--- src/rtl/seq_detector_prog_if.sv ---
// Bus bundle for the programmable serial pattern detector: stream input,
// configuration write port and the detect/status outputs.
interface seq_detector_prog_if #(
   parameter int MAX_LEN = 8,
   parameter int LEN_W   = $clog2(MAX_LEN + 1),
   parameter int CNT_W   = 16
);
   logic               seq_valid;
   logic               seq_in;
   logic               cfg_we;
   logic [MAX_LEN-1:0] cfg_pattern;
   logic [LEN_W-1:0]   cfg_len;
   logic               cfg_overlap;
   logic               count_clr;
   logic               detect_out;
   logic [CNT_W-1:0]   detect_count;
   logic               cfg_err;
   logic               armed;

   modport master (
      output seq_valid, seq_in, cfg_we, cfg_pattern, cfg_len, cfg_overlap, count_clr,
      input  detect_out, detect_count, cfg_err, armed
   );

   modport slave (
      input  seq_valid, seq_in, cfg_we, cfg_pattern, cfg_len, cfg_overlap, count_clr,
      output detect_out, detect_count, cfg_err, armed
   );
endinterface

--- src/rtl/seq_detector_prog.sv ---
// Run-time programmable serial pattern detector with overlap/non-overlap
// match modes, a registered detect pulse and a saturating match counter.
module seq_detector_prog #(
   parameter int                      MAX_LEN     = 8,
   parameter int                      LEN_W       = $clog2(MAX_LEN + 1),
   parameter int                      CNT_W       = 16,
   parameter logic [MAX_LEN-1:0]      DEF_PATTERN = MAX_LEN'(4'b1011),
   parameter logic [LEN_W-1:0]        DEF_LEN     = LEN_W'(4),
   parameter logic                    DEF_OVERLAP = 1'b0
) (
   input logic                clk,
   input logic                reset,
   seq_detector_prog_if.slave bus
);

   typedef enum logic {S_FILL, S_ARMED} state_t;

   localparam logic [LEN_W-1:0] FULL    = LEN_W'(MAX_LEN);
   localparam logic [LEN_W-1:0] MIN_LEN = LEN_W'(2);
   localparam logic [CNT_W-1:0] CNT_MAX = '1;

   state_t             state;
   logic [MAX_LEN-1:0] pattern_q;
   logic [LEN_W-1:0]   len_q;
   logic               overlap_q;
   logic [MAX_LEN-1:0] hist;
   logic [LEN_W-1:0]   fill;
   logic               detect_q;
   logic               err_q;
   logic [CNT_W-1:0]   count_q;

   logic [MAX_LEN-1:0] hist_next;
   logic [LEN_W-1:0]   fill_next;
   logic [MAX_LEN-1:0] mask;
   logic               cfg_ok;
   logic               cfg_load;
   logic               match;

   always_comb begin
      // NOTE: every always_comb output gets a default first so no path can infer a latch.
      mask      = '0;
      hist_next = {hist[MAX_LEN-2:0], bus.seq_in};
      fill_next = (fill == FULL) ? FULL : fill + LEN_W'(1);
      for (int i = 0; i < MAX_LEN; i++) begin
         mask[i] = (i < int'(len_q));
      end
      cfg_ok   = (bus.cfg_len >= MIN_LEN) && (bus.cfg_len <= FULL);
      cfg_load = bus.cfg_we && cfg_ok;
      // A legal config write on the same edge discards the incoming bit.
      match    = bus.seq_valid && !cfg_load
                 && (((hist_next ^ pattern_q) & mask) == '0)
                 && (fill_next >= len_q);
   end

   // NOTE: sequential state uses non-blocking assignments only, so every register sees pre-edge values.
   always_ff @(posedge clk) begin
      if (reset) begin
         state     <= S_FILL;
         pattern_q <= DEF_PATTERN;
         len_q     <= DEF_LEN;
         overlap_q <= DEF_OVERLAP;
         hist      <= '0;
         fill      <= '0;
         detect_q  <= 1'b0;
         err_q     <= 1'b0;
         count_q   <= '0;
      end else begin
         detect_q <= match;
         err_q    <= bus.cfg_we && !cfg_ok;

         if (bus.count_clr) begin
            count_q <= match ? CNT_W'(1) : '0;
         end else if (match && (count_q != CNT_MAX)) begin
            count_q <= count_q + CNT_W'(1);
         end

         if (cfg_load) begin
            pattern_q <= bus.cfg_pattern;
            len_q     <= bus.cfg_len;
            overlap_q <= bus.cfg_overlap;
            hist      <= '0;
            fill      <= '0;
            state     <= S_FILL;
         end else if (bus.seq_valid) begin
            hist <= hist_next;
            // Non-overlap matches consume the history; the next match needs len fresh bits.
            if (match && !overlap_q) begin
               fill  <= '0;
               state <= S_FILL;
            end else begin
               fill  <= fill_next;
               state <= (fill_next >= len_q) ? S_ARMED : S_FILL;
            end
         end
      end
   end

   assign bus.detect_out   = detect_q;
   assign bus.detect_count = count_q;
   assign bus.cfg_err      = err_q;
   assign bus.armed        = (state == S_ARMED);

endmodule
--- src/flat_wrapper.sv ---
// flat-port wrapper written by rule: the top's interface ports become plain ports
module seq_detector_prog_flat 
#(
   parameter int                      MAX_LEN     = 8,
   parameter int                      LEN_W       = $clog2(MAX_LEN + 1),
   parameter int                      CNT_W       = 16,
   parameter logic [MAX_LEN-1:0]      DEF_PATTERN = MAX_LEN'(4'b1011),
   parameter logic [LEN_W-1:0]        DEF_LEN     = LEN_W'(4),
   parameter logic                    DEF_OVERLAP = 1'b0
)
  (clk, reset, bus_seq_valid, bus_seq_in, bus_cfg_we, bus_cfg_pattern, bus_cfg_len, bus_cfg_overlap, bus_count_clr, bus_detect_out, bus_detect_count, bus_cfg_err, bus_armed);
  seq_detector_prog_if #(.MAX_LEN(MAX_LEN), .LEN_W(LEN_W), .CNT_W(CNT_W)) bus_i ();
  input logic clk;
  input logic reset;
  input wire logic [$bits(bus_i.seq_valid)-1:0] bus_seq_valid;
  input wire logic [$bits(bus_i.seq_in)-1:0] bus_seq_in;
  input wire logic [$bits(bus_i.cfg_we)-1:0] bus_cfg_we;
  input wire logic [$bits(bus_i.cfg_pattern)-1:0] bus_cfg_pattern;
  input wire logic [$bits(bus_i.cfg_len)-1:0] bus_cfg_len;
  input wire logic [$bits(bus_i.cfg_overlap)-1:0] bus_cfg_overlap;
  input wire logic [$bits(bus_i.count_clr)-1:0] bus_count_clr;
  output wire logic [$bits(bus_i.detect_out)-1:0] bus_detect_out;
  output wire logic [$bits(bus_i.detect_count)-1:0] bus_detect_count;
  output wire logic [$bits(bus_i.cfg_err)-1:0] bus_cfg_err;
  output wire logic [$bits(bus_i.armed)-1:0] bus_armed;
  assign bus_i.seq_valid = bus_seq_valid;
  assign bus_i.seq_in = bus_seq_in;
  assign bus_i.cfg_we = bus_cfg_we;
  assign bus_i.cfg_pattern = bus_cfg_pattern;
  assign bus_i.cfg_len = bus_cfg_len;
  assign bus_i.cfg_overlap = bus_cfg_overlap;
  assign bus_i.count_clr = bus_count_clr;
  assign bus_detect_out = bus_i.detect_out;
  assign bus_detect_count = bus_i.detect_count;
  assign bus_cfg_err = bus_i.cfg_err;
  assign bus_armed = bus_i.armed;
  seq_detector_prog #(.MAX_LEN(MAX_LEN), .LEN_W(LEN_W), .CNT_W(CNT_W), .DEF_PATTERN(DEF_PATTERN), .DEF_LEN(DEF_LEN), .DEF_OVERLAP(DEF_OVERLAP)) u_core (.clk(clk), .reset(reset), .bus(bus_i));
endmodule
--- config.mk ---
export PLATFORM = sky130hd
export DESIGN_NAME = seq_detector_prog_flat
export DESIGN_NICKNAME = d
export VERILOG_FILES = /design/src/rtl/seq_detector_prog_if.sv /design/src/rtl/seq_detector_prog.sv /design/src/flat_wrapper.sv
export SDC_FILE = /design/constraint.sdc
export NUM_CORES = 1
export LEC_CHECK = 0
export ABC_AREA = 1
export CAP_MARGIN = 20
export CORE_ASPECT_RATIO = 0.8
export CORE_UTILIZATION = 58
export DETAILED_ROUTE_END_ITERATION = 7
export PLACE_DENSITY = 0.95
export SYNTH_ARGS = -nofsm -noshare
export SYNTH_HDL_FRONTEND = slang
export SYNTH_SLANG_ARGS = --single-unit
--- constraint.sdc ---
create_clock -name clk -period 4.09 [get_ports clk]
set_input_delay 0.6135 -clock clk [delete_from_list [all_inputs] [get_ports clk]]
set_output_delay 0.6135 -clock clk [all_outputs]
set_load 0.03 [all_outputs]
======== Word-level counts from Yosys, hierarchy flattened ========
Cells that the tools add are included.
operators by class
  mux-type cells .......................... 7
  magnitude comparators ................... 11
  equal/unequal tests ..................... 2
  reductions and logical operators ........ 14
  add/subtract/negate cells ............... 2
  bitwise logic cells ..................... 2
operators with widths
  kind                                                               count
  two-way mux 16 bit                                                 2
  adder 16 x 1 -> 16 bit, second input constant                      1
  less-than comparator 3 x 4 -> 1 bit, first input constant          4
  != test 16 bit, second input constant                              1
  bitwise AND 8 bit                                                  1
  logical AND 1 bit                                                  8
  zero test 8 bit                                                    1
  less-than comparator 1 x 4 -> 1 bit, first input constant          2
  less-than comparator 2 x 4 -> 1 bit, first input constant          2
  two-way mux 4 bit                                                  2
  bitwise XOR 8 bit                                                  1
  adder 4 x 1 -> 4 bit, second input constant                        1
  == test 4 bit, second input constant                               1
  greater-or-equal comparator 4 x 2 -> 1 bit, second input constant  1
  greater-or-equal comparator 4 bit                                  1
  less-or-equal comparator 4 bit, second input constant              1
  zero test 1 bit                                                    3
  two-way mux 1 bit                                                  3
  nonzero test 2 bit                                                 1
  OR reduction 2 bit                                                 1
word-level totals
  input port bits ......................... 19
  word-level logic and storage cells ...... 47
  register bits after elaboration ......... 43
  output and inout bits ................... 19

======== Depth between registers and ports, before layout ========
Gate-level depths: netlist (run 1).
  depth after elaboration ................. 10
  depth in mapped cells ................... 17
  mapped depth without buffers ............ 17

======== Worst setup path before layout (run 1) ========
Ideal clock, no wire load.
  kind .................................... flip-flop to flip-flop
  from .................................... reg u_core.fill[0]
  to ...................................... reg u_core.count_q[10] (netlist: u_core.bus.detect_count[10])
  data required time ...................... 3.958 ns
  slack ................................... 2.119 ns
  setup time .............................. 0.132 ns
  stages on the path, launching flop included .. 14
  arrival time ............................ 1.839 ns
  buffers on the path ..................... 1
  clock period less this slack ............ 1.971 ns
  path through ............................ dfxtp_1 -> inv_1 -> ha_1 -> ha_1 -> inv_1 -> o21bai_1 -> nand2_1 -> nand3_1 -> nand3_1 -> nor2_4 -> nand2_4 -> buf_12 -> nand3_2 -> a21oi_2
between the ends
  cells in the longest elaborated chain, start to end .. 6
  elaborated cells on any way between the ends .. 7
  those cells by class .................... add/sub: 1; order compare: 1; eq/ne: 1; mux: 1; reduce/logical: 3
RTL lines
  item                                                   line                     RTL
  start: declaration                                     seq_detector_prog.sv:27  logic [LEN_W-1:0] fill;
  start signal: assignment                               seq_detector_prog.sv:91  fill <= fill_next;
  adder 4 x 1 -> 4 bit or == test 4 bit (tied branches)  seq_detector_prog.sv:43  fill_next = (fill == FULL) ? FULL : fill + LEN_W'(1);
  two-way mux 4 bit (*)                                  seq_detector_prog.sv:43
  greater-or-equal comparator 4 bit (*)                  seq_detector_prog.sv:52  && (fill_next >= len_q);
  logical AND 1 bit (*)                                  seq_detector_prog.sv:52
  logical AND 1 bit (*)                                  seq_detector_prog.sv:73  end else if (match && (count_q != CNT_MAX)) begin
  nonzero test 2 bit (no source line) (*)                n/a
  end signal: assignment                                 seq_detector_prog.sv:72  count_q <= match ? CNT_W'(1) : '0;
  end signal: assignment                                 seq_detector_prog.sv:74  count_q <= count_q + CNT_W'(1);
  end: declaration                                       seq_detector_prog.sv:30  logic [CNT_W-1:0] count_q;
Every way passes the cells marked *; elsewhere a longest branch is shown, timed or not.
A chain may end at the register's enable or synchronous reset.

======== Worst setup path after layout (run 1) ========
  from .................................... reg u_core.fill[0]
  to ...................................... reg u_core.count_q[13] (netlist: u_core.bus.detect_count[13])
Same word-level chain as after synthesis.

==> flow_summary_export.csv, run 1 <==
group,metric,value,unit
worst_setup_path,cp_max_fo,18,
synth,synthFlopType,"dfxtp_1",
job,max_cap_violations,0,
clock_network,cts_root_buf,"clkbuf_8",
power_and_ir_drop,power_density,287,nW/um^2
place,dpl.cell_count,448,
sta,finalSetupViolCount,0,
floorplan,num_rows,20,
sta,rsz0062_at_grt,"no",
synth,synth_area,2460,sq um
detailed_routing,vias,2504,
finish,n_antenna_cell,0,
place,dp_hpwl,4.59,mm
sta,fmax,394,MHz
detailed_routing,firstDrtPassIters,5,
clock_network,clock_path_buffers,2,
place,gp_congestion,0.908,
clock_network,clock-sinks,43,
detailed_routing,ant_nets,0,
floorplan,io_pins,38,
floorplan,initial_core_util,62.6,%
synth,synth_enable_flop_cells,0,
synth,syn_area_per_cell,6.74,sq um
global_route,use_met1,39.4,%
sta,finalMaxSlewViolations,0,
worst_setup_path,end_kind,"flip-flop",
clock_network,insertion_delay,0.29,ns
clock_network,numCtsBuffers,5,
clock_network,post_cts_buffers,0,
worst_setup_path,crit_top_cell,"nand2_1",
sta,tightest_slew,0.462,ns
finish,post-route-util,74.4,%
floorplan,die_h,60.3,um
worst_setup_path,critical-path-max-stage-delay,0.38,ns
worst_setup_path,cpLargestDelayFamily,"simple AND/OR/NAND/NOR gates",
global_route,track_usage,28.2,%
sta,maxSlewHeadroom,69.0,%
global_route,grt_pass1_vias,2127,
clock_network,cts.hold.buffers_added,0,
place,port_buffers,37,
clock_network,cts_tree,"built",
sta,layout_min_cycle_time,2.54,ns
finish,num-nets-final,426,
global_route,antenna_found_initial,0,
synth,async_flop_share,0,%
worst_setup_path,arrival,2.74,ns
synth,synth_area_leaders,"dfxtp_1, nand2_1, inv_1",
hold_path,worst_hold_path_type,"reg -> reg",
global_route,grtUsageMet3,6.58,%
worst_setup_path,crit_type,"reg -> reg",
floorplan,die_w,74.8,um
synth,yosysWarnings,0,
finish,stdcell_count,455,
synth,synth_top_cell_by_area,"dfxtp_1",
sta,finalHoldViolCount,0,
detailed_routing,wl_per_cell,13.3,um
clock_network,clk_pin_slew_worst_paths,0.08,ns
sta,timing.final.crit_share,62.1,%
detailed_routing,finalWirelength,6.07,mm
power_and_ir_drop,power.leakage,0.00121,uW
finish,final_cell_mix,"nand2_1, inv_1, dfxtp_1, nor2_1, clkdlybuf4s50_1",
worst_setup_path,slowest_stage,"dfxtp_1",
global_route,grt-ovfl-total,0,
synth,synth-seq-cells,43,
outcome,status,"complete, no violations",
clock_network,h-tree-depth,2,
detailed_routing,drtIter0Drc,205,
finish,num-fill-cells,310,
synth,synth_nets,391,
synth,synth_cells,365,
worst_setup_path,crit_chain,"inv_1 > ha_1 > ha_1 > inv_1 > o21bai_1 > nand2_1 > nand3_1 > nand3_1 > nor2_4 > nand2_4 > nand2_1 > nand2_1 > nand2_1 > inv_1",
clock_network,cts_resized,0,
detailed_routing,via_per_inst,5.50,
worst_setup_path,crit_required,4.29,ns
global_route,grt.busiest_layer,"met2",
global_route,grt_max_degree,20,
floorplan,core,3930,sq um
detailed_routing,remaining_drc_errors,0,
finish,areaGrowthSynthToFinish,18.8,%
worst_setup_path,critPathBufInv,3,
finish,layout_commonest_cell,"nand2_1",
synth,yosysSeqAreaShare,35.0,%
synth,netlist.area_leader.share,35.0,%
global_route,grt.met2_usage,42.9,%
sta,finalSetupTns,0,ns
floorplan,die-area,4510,sq um
sta,fin_skew,0.00759,ns
synth,synth.distinct_cells,28,
finish,post_route_cells_drive_above_1_share,7.25,%
worst_setup_path,worst_setup_path_start_kind,"flip-flop",
power_and_ir_drop,vdd.ir_drop.worst,0.239,mV
global_route,grt_pass1_wl,9.62,mm
-- metrics by stage --
| stage | hold slack [ns] | power (uW) | worst slack [ns] | instance area [sq um] |
|---|---|---|---|---|
| 5_1_grt | 0.502 | 872 | 1.35 | 2920 |
| 6_report | 0.483 | 840 | 1.55 | 2920 |
| 4_1_cts | 0.475 | 834 | 1.61 | 2920 |
| 2_1_floorplan | 0.430 | 527 | 2.12 | 2460 |
| 3_5_place_dp | 0.465 | 572 | 1.59 | 2840 |
| 3_3_place_gp | 0.449 | 566 | 1.71 | 2840 |
-- per-layer routing --
metal | vias to the layer above | share of wire (%)
met5 | - | 0
met1 | 1131 | 46
li1 | 1239 | -
met2 | 120 | 45
met3 | 14 | 7.7
met4 | 0 | 1.3
-- power breakdown --
group	leakage [uW]	switching, uW	internal, uW
Clock	0.0000470	143	133
Combinational	0.000816	71.2	48.0
Sequential	0.000350	12.6	433
-- cell type report --
cell class	count	area (sq um)	area share (%)
sequential	43	861	29.5
multi-input combinational	261	1330	45.6
tap	55	68.8	2.35
clock buffer	6	82.6	2.83
inverter	50	188	6.42
timing repair buffer	39	385	13.2
clock inverter	1	5.00	0.171
-- registers in the layout, summed over array words and instances (netlist names) --
register	count
u_core.bus.detect_count	16
u_core.pattern_q	8
u_core.hist	7
u_core.fill	4
u_core.len_q	4
u_core.bus.armed	1
u_core.bus.cfg_err	1
u_core.bus.detect_out	1
u_core.overlap_q	1
-- worst paths after layout --
| check | start | slack [ns] | endpoint | depth (start not counted) |
|---|---|---|---|---|
| worst max-delay path | u_core.fill[0] | 1.55 | u_core.bus.detect_count[13] | 14 |
| worst min-delay path | u_core.overlap_q | 0.48 | u_core.overlap_q | 2 |
| worst max register to register | u_core.fill[0] | 1.55 | u_core.bus.detect_count[13] | 14 |
| worst min register to register | u_core.overlap_q | 0.48 | u_core.overlap_q | 2 |
-- synthesized netlist by cell type (2+ instances only) --
library cell,n
nand3_1,25
xnor2_1,2
nand3b_1,2
o21ai_0,18
nor2_4,2
nand2_2,5
nor2_1,37
dfxtp_1,43
nand4_1,10
nand3_2,5
xor2_1,7
clkbuf_8,2
inv_1,50
ha_1,7
nand2_1,91
clkbuf_1,7
nor3_1,8
a21oi_2,5
a21oi_1,30
-- tightest hold or removal path, stage by stage, from the launching register on --
cell	delay [ns]
dfxtp_1	0.31
inv_1	0.07
a21oi_1	0.06
-- logic make-up after synthesis --
logic type	Yosys count	share of synthesized area [%]
buf+inv	61	10.8
fa+ha+maj	7	3.56
xor+xnor	9	3.20
compound gates	56	12.4
flops	43	35.0
simple gates	189	35.0
Power figures use the tool's default switching activity.
==> run 2: changes to the inputs <==
--- a/config.mk
+++ b/config.mk
@@ -8,9 +8,9 @@
 export ABC_AREA = 1
 export CAP_MARGIN = 20
 export CORE_ASPECT_RATIO = 0.8
-export CORE_UTILIZATION = 58
+export CORE_UTILIZATION = 54
 export DETAILED_ROUTE_END_ITERATION = 7
-export PLACE_DENSITY = 0.95
+export PLACE_DENSITY = 0.9
 export SYNTH_ARGS = -nofsm -noshare
 export SYNTH_HDL_FRONTEND = slang
 export SYNTH_SLANG_ARGS = --single-unit
==> constraint.sdc (replaced) <==
create_clock -name clk -period 2.4 [get_ports clk]
set_input_delay 0.36 -clock clk [delete_from_list [all_inputs] [get_ports clk]]
set_output_delay 0.36 -clock clk [all_outputs]
set_load 0.03 [all_outputs]
==> run 2 against run 1 <==
Against the previous run:
- sequential share of layout area shrank 1.3 points
- clock skew fell by 0.0021 ns
- count of clock-buffer cells in the layout up 2
- fmax up 11%
- die area rose by 7.2%
- combinational power is 76% higher
- sequential cell count is the same
- via count is 3.6% higher
- cell count grew 3.3%
- critical path depth up 3
- critical endpoint is now u_core.bus.detect_count[12]
- largest cell class unchanged
==> flow_summary_export.csv, run 2 (same netlist as run 1, synthesis figures left out) <==
group,metric,value,unit
outcome,status,"complete, no violations",
detailed_routing,via_per_inst,5.52,
worst_setup_path,critPathBufInv,4,
sta,timing.final.crit_share,95.6,%
finish,largest_reg_flops,16,
clock_network,numCtsBuffers,5,
sta,finalMaxSlewViolations,0,
sta,fmax,436,MHz
global_route,grt-ovfl-total,0,
clock_network,clock_path_buffers,2,
job,max_cap_violations,0,
worst_setup_path,crit_required,2.64,ns
finish,layout_commonest_cell,"nand2_1",
floorplan,die-area,4830,sq um
worst_setup_path,end_kind,"flip-flop",
sta,finalHoldViolCount,0,
floorplan,die_w,77.5,um
finish,areaGrowthSynthToFinish,24.8,%
global_route,grt_pass1_vias,2228,
global_route,grt_pass1_wl,10.3,mm
global_route,track_usage,27.6,%
worst_setup_path,crit_start,"u_core.fill[0]",
place,gp_congestion,0.927,
finish,final_cell_mix,"nand2_1, inv_1, dfxtp_1, nor2_1, clkdlybuf4s50_1",
detailed_routing,remaining_drc_errors,0,
power_and_ir_drop,power_density,483,nW/um^2
global_route,antenna_found_initial,0,
worst_setup_path,cp_max_fo,7,
hold_path,min_path_cells,2,
worst_setup_path,crit_chain,"inv_1 > ha_1 > nand2_1 > nand3_1 > o21ai_1 > ha_1 > nand2_1 > inv_1 > nand3_1 > nand3_1 > nand3_2 > nor2_4 > buf_12 > nand2_8 > buf_4 > nand3_2 > a21oi_2",
worst_setup_path,reg2reg_from,"u_core.fill[0]",
place,port_buffers,37,
place,dpl.cell_count,455,
finish,stdcell_count,470,
detailed_routing,drtIter0Drc,287,
finish,post-route-util,71.7,%
worst_setup_path,r2r_cells,17,
hold_path,min_to,"u_core.pattern_q[4]",
worst_setup_path,r2r-end,"u_core.bus.detect_count[12]",
finish,post_route_cells_drive_above_1_share,11.1,%
worst_setup_path,ff2ff_setup_slack,0.11,ns
detailed_routing,wl_per_cell,13.9,um
finish,n_antenna_cell,0,
detailed_routing,firstDrtPassIters,5,
floorplan,io_pins,38,
detailed_routing,vias,2593,
sta,fin_skew,0.00544,ns
worst_setup_path,arrival,2.54,ns
clock_network,insertion_delay,0.31,ns
power_and_ir_drop,power.leakage,0.00128,uW
worst_setup_path,cpLargestDelayFamily,"simple AND/OR/NAND/NOR gates",
clock_network,clock-sinks,43,
worst_setup_path,crit_top_cell,"nand3_1",
finish,num-fill-cells,327,
sta,finalSetupTns,0,ns
clock_network,cts.hold.buffers_added,0,
sta,layout_min_cycle_time,2.29,ns
floorplan,num_rows,21,
finish,num-nets-final,438,
sta,finalSetupViolCount,0,
detailed_routing,ant_nets,0,
place,dp_hpwl,4.49,mm
sta,maxSlewHeadroom,64.7,%
sta,rsz0062_at_grt,"yes",
worst_setup_path,crit_type,"reg -> reg",
hold_path,hp-start,"u_core.pattern_q[4]",
clock_network,cts_root_buf,"clkbuf_8",
power_and_ir_drop,vdd.ir_drop.worst,0.227,mV
clock_network,cts_tree,"built",
floorplan,core,4280,sq um
worst_setup_path,cp.depth,17,
clock_network,h-tree-depth,2,
worst_setup_path,slowest_stage,"dfxtp_2",
clock_network,clk_pin_slew_worst_paths,0.08,ns
detailed_routing,finalWirelength,6.54,mm
global_route,grt_max_degree,19,
floorplan,initial_core_util,57.4,%
worst_setup_path,worst_setup_path_start_kind,"flip-flop",
sta,tightest_slew,0.527,ns
hold_path,worst_hold_path_type,"reg -> reg",
floorplan,die_h,62.4,um
worst_setup_path,critical-path-max-stage-delay,0.35,ns
## run 2: changes by cell type in the layout (fill, tap and decap cells not counted), sizes merged
| cell | before | now |
|---|---|---|
| buf | 2 | 13 |
| clkbuf | 6 | 8 |
| clkinv | 1 | 0 |
| nand2 | 97 | 98 |
## run 2: worst max path at each step
stage                                             end  slack (ns)
after floorplan           u_core.bus.detect_count[10]        0.43
after global placement     u_core.bus.detect_count[0]        0.29
after detailed placement   u_core.bus.detect_count[2]        0.16
after CTS                  u_core.bus.detect_count[2]        0.10
after global routing       u_core.bus.detect_count[2]       -0.02
final                     u_core.bus.detect_count[12]        0.11
## run 2: where the power goes
part	total, uW	switching (uW)	internal, uW
clock	512	250	263
sequential	760	21.2	738
combinational	210	124	85.9
## run 2: area by class of cell
cell class / count / area, sq um / area share [%]
multi-input cells: 262 / 1360 / 44.4
flip-flops and latches: 43 / 863 / 28.1
repair buffers: 50 / 484 / 15.8
inverters: 50 / 188 / 6.11
clock buffers: 8 / 100 / 3.26
well taps: 57 / 71.3 / 2.32
## run 2: routing by layer
layer	wire length (um)	global-route usage (%)	part of all wire, %	up-vias
met5	0	0	0	-
met4	244	14.4	3.7	0
met3	570	6.76	8.7	33
met2	2770	38.4	42	139
met1	2960	39.1	45	1154
li1	-	-	-	1267
## run 2: timing repair
action | 4_1_cts | 5_1_grt
setup endpoints to repair | 0 | 13
setup buffers | 0 | 5
resized for setup | 0 | 10
endpoints found under the hold margin | 0 | 0
## run 2: worst min-delay path, delay by kind of cell, from the launching register on
kind,cells,cell delay [ns]
flip-flops,1,0.31
AO/OA/AOI/OAI,1,0.05
buffers and inverters,1,0.06
## run 2: metrics by stage
stage	hold slack, ns	power [uW]	setup slack, ns	cell area, sq um
6_report	0.473	1480	0.106	3070
4_1_cts	0.475	1480	0.104	2980
3_3_place_gp	0.456	969	0.291	2880
2_1_floorplan	0.430	898	0.429	2460
5_1_grt	0.498	1540	-0.0246	3070
3_5_place_dp	0.464	977	0.164	2880
==> run 3: changes to the inputs <==
--- a/config.mk
+++ b/config.mk
@@ -10,7 +10,7 @@
 export CORE_ASPECT_RATIO = 0.8
 export CORE_UTILIZATION = 54
 export DETAILED_ROUTE_END_ITERATION = 7
-export PLACE_DENSITY = 0.9
+export PLACE_DENSITY = 0.81
 export SYNTH_ARGS = -nofsm -noshare
 export SYNTH_HDL_FRONTEND = slang
 export SYNTH_SLANG_ARGS = --single-unit
==> run 3 against run 2 <==
Against the previous run:
- die area stayed put
- routed wire length rose by 3.9%
- via count increased by 3.0%
- clock skew about the same
- register-to-register slack worse by 0.04 ns
- final area increased by 3.8%
- count of clock-buffer cells in the layout fell by 3
- non-clock buffer count grew 5
- largest cell class unchanged
- critical path type unchanged
- fmax shrank 1.7%
- global-route usage fell by 1.0 points
==> flow_summary_export.csv, run 3 (same netlist as run 1, synthesis figures left out) <==
group,metric,value,unit
global_route,antenna_found_initial,0,
finish,post_route_cells_drive_above_1_share,14.6,%
detailed_routing,via_per_inst,5.64,
finish,num-fill-cells,323,
hold_path,worst_hold_path_type,"reg -> reg",
sta,whs,0.471,ns
floorplan,num_rows,21,
finish,post-route-util,74.4,%
power_and_ir_drop,clkPwrFrac,40.8,%
sta,finalHoldViolCount,0,
floorplan,die-area,4830,sq um
clock_network,h-tree-depth,2,
clock_network,cts_tree,"built",
finish,multiInputGateArea,1390,sq um
detailed_routing,wl_per_cell,14.4,um
hold_path,min_to,"u_core.pattern_q[4]",
place,gp_congestion,0.944,
clock_network,clock-sinks,43,
clock_network,clk_pin_slew_worst_paths,0.09,ns
detailed_routing,remaining_drc_errors,0,
floorplan,io_pins,38,
floorplan,core,4280,sq um
clock_network,cts_root_buf,"clkbuf_8",
detailed_routing,finalWirelength,6.80,mm
finish,final_cell_area,3180,sq um
global_route,grt_pass1_vias,2193,
sta,maxSlewHeadroom,63.2,%
worst_setup_path,r2r_cells,16,
floorplan,die_w,77.5,um
detailed_routing,vias,2671,
sta,fmax,429,MHz
global_route,grt-ovfl-total,0,
worst_setup_path,crit_type,"reg -> reg",
power_and_ir_drop,power_density,524,nW/um^2
global_route,grt_max_degree,22,
finish,areaGrowthSynthToFinish,29.5,%
worst_setup_path,end_kind,"flip-flop",
finish,num-nets-final,442,
finish,final_cell_mix,"nand2_1, inv_1, dfxtp_1, nor2_1, clkdlybuf4s50_1",
power_and_ir_drop,swShare,25.3,%
worst_setup_path,ff2ff_setup_slack,0.07,ns
place,port_buffers,37,
clock_network,clock_path_buffers,2,
finish,n_antenna_cell,0,
power_and_ir_drop,p_int,1250,uW
finish,seq_area,866,sq um
floorplan,die_h,62.4,um
worst_setup_path,arrival,2.57,ns
sta,layout_min_cycle_time,2.33,ns
power_and_ir_drop,p_switching,422,uW
sta,timing.final.crit_share,97.2,%
finish,largest_reg_flops,16,
worst_setup_path,reg2reg_from,"u_core.fill[0]",
worst_setup_path,crit_required,2.64,ns
detailed_routing,drtIter0Drc,285,
detailed_routing,ant_nets,0,
power_and_ir_drop,power_frac_comb,13.7,%
worst_setup_path,r2r-end,"u_core.bus.detect_count[11]",
sta,fin_skew,0.00575,ns
place,placed_cell_area,2890,sq um
power_and_ir_drop,vdd.ir_drop.worst,0.433,mV
finish,layout_commonest_cell,"nand2_1",
place,dp_hpwl,4.46,mm
outcome,status,"complete, no violations",
global_route,track_usage,26.6,%
power_and_ir_drop,p_seq_share,45.5,%
global_route,grt_pass1_wl,10.3,mm
hold_path,hp-start,"u_core.pattern_q[4]",
sta,finalSetupViolCount,0,
sta,tightest_slew,0.549,ns
worst_setup_path,worst_setup_path_start_kind,"flip-flop",
hold_path,min_path_cells,2,
clock_network,numCtsBuffers,5,
clock_network,insertion_delay,0.30,ns
floorplan,initial_core_util,57.4,%
worst_setup_path,crit_start,"u_core.fill[0]",
power_and_ir_drop,power.leakage,0.00133,uW
sta,finalMaxSlewViolations,0,
worst_setup_path,cp_max_fo,5,
detailed_routing,firstDrtPassIters,6,
job,max_cap_violations,0,
==> run 3: changes by cell type in the layout (fill, tap and decap cells not counted), sizes merged <==
cell      before  now
buf           13   18
bufinv         0    2
clkbuf         8    5
clkinvlp       0    1
nand2         98   97
==> run 3: metrics by stage <==
step	cells	total power, uW	setup slack, ns	TNS, ns
after global routing	474	1730	-0.0242	-0.0513
after detailed placement	457	978	0.182	0
after global placement	457	971	0.305	0
after floorplan	365	898	0.429	0
after CTS	465	1640	0.0411	0
final	474	1670	0.0665	0
==> run 3: final cells by class <==
class                      count  area share [%]
clock buffer                   5            2.16
clock inverter                 3            2.12
inverter                      50            5.89
multi-input combinational    261            43.8
sequential                    43            27.2
tap                           57            2.24
timing repair buffer          55            16.6
==> run 3: worst max-delay path, cell delays in order, from the launching register on <==
cell and delay [ns]:
dfxtp_4 0.36, inv_2 0.06, ha_2 0.17, nand2_2 0.06, nand3_2 0.07, o21ai_2 0.06, ha_1 0.28, nand2_1 0.07
inv_2 0.08, nand3_2 0.08, nand3_2 0.09, nand3_2 0.10, nor2_4 0.22, buf_6 0.14, buf_6 0.12, nand4_1 0.11
a21oi_2 0.18
==> run 3: what timing repair did <==
| item | in CTS | in global routing |
|---|---|---|
| setup buffers | 0 | 8 |
| endpoints found under the setup margin | 0 | 22 |
| hold buffers | 0 | 0 |
| resized for setup | 0 | 26 |
==> run 3: per-layer routing <==
layer	track usage [%]	part of all wire, %	vias to the layer above
li1	-	-	1275
met1	40.5	44	1204
met2	38.5	42	167
met3	5.15	11	25
met4	5.19	2.3	0
met5	0	0	-
==> run 3: power groups by stage <==
stage | sequential [uW] | clock (uW) | combinational, uW
2_1_floorplan | 780 | 0 | 118
3_3_place_gp | 774 | 0 | 197
3_5_place_dp | 775 | 0 | 203
4_1_cts | 759 | 679 | 206
5_1_grt | 763 | 719 | 251
6_report | 760 | 681 | 228
==> run 3: worst max-delay path by stage <==
stage	endpoint	cells after the start
6_report	u_core.bus.detect_count[11]	16
5_1_grt	u_core.bus.detect_count[11]	16
4_1_cts	u_core.bus.detect_count[14]	16
3_5_place_dp	u_core.bus.detect_count[14]	13
3_3_place_gp	u_core.bus.detect_count[14]	13
2_1_floorplan	u_core.bus.detect_count[10]	13
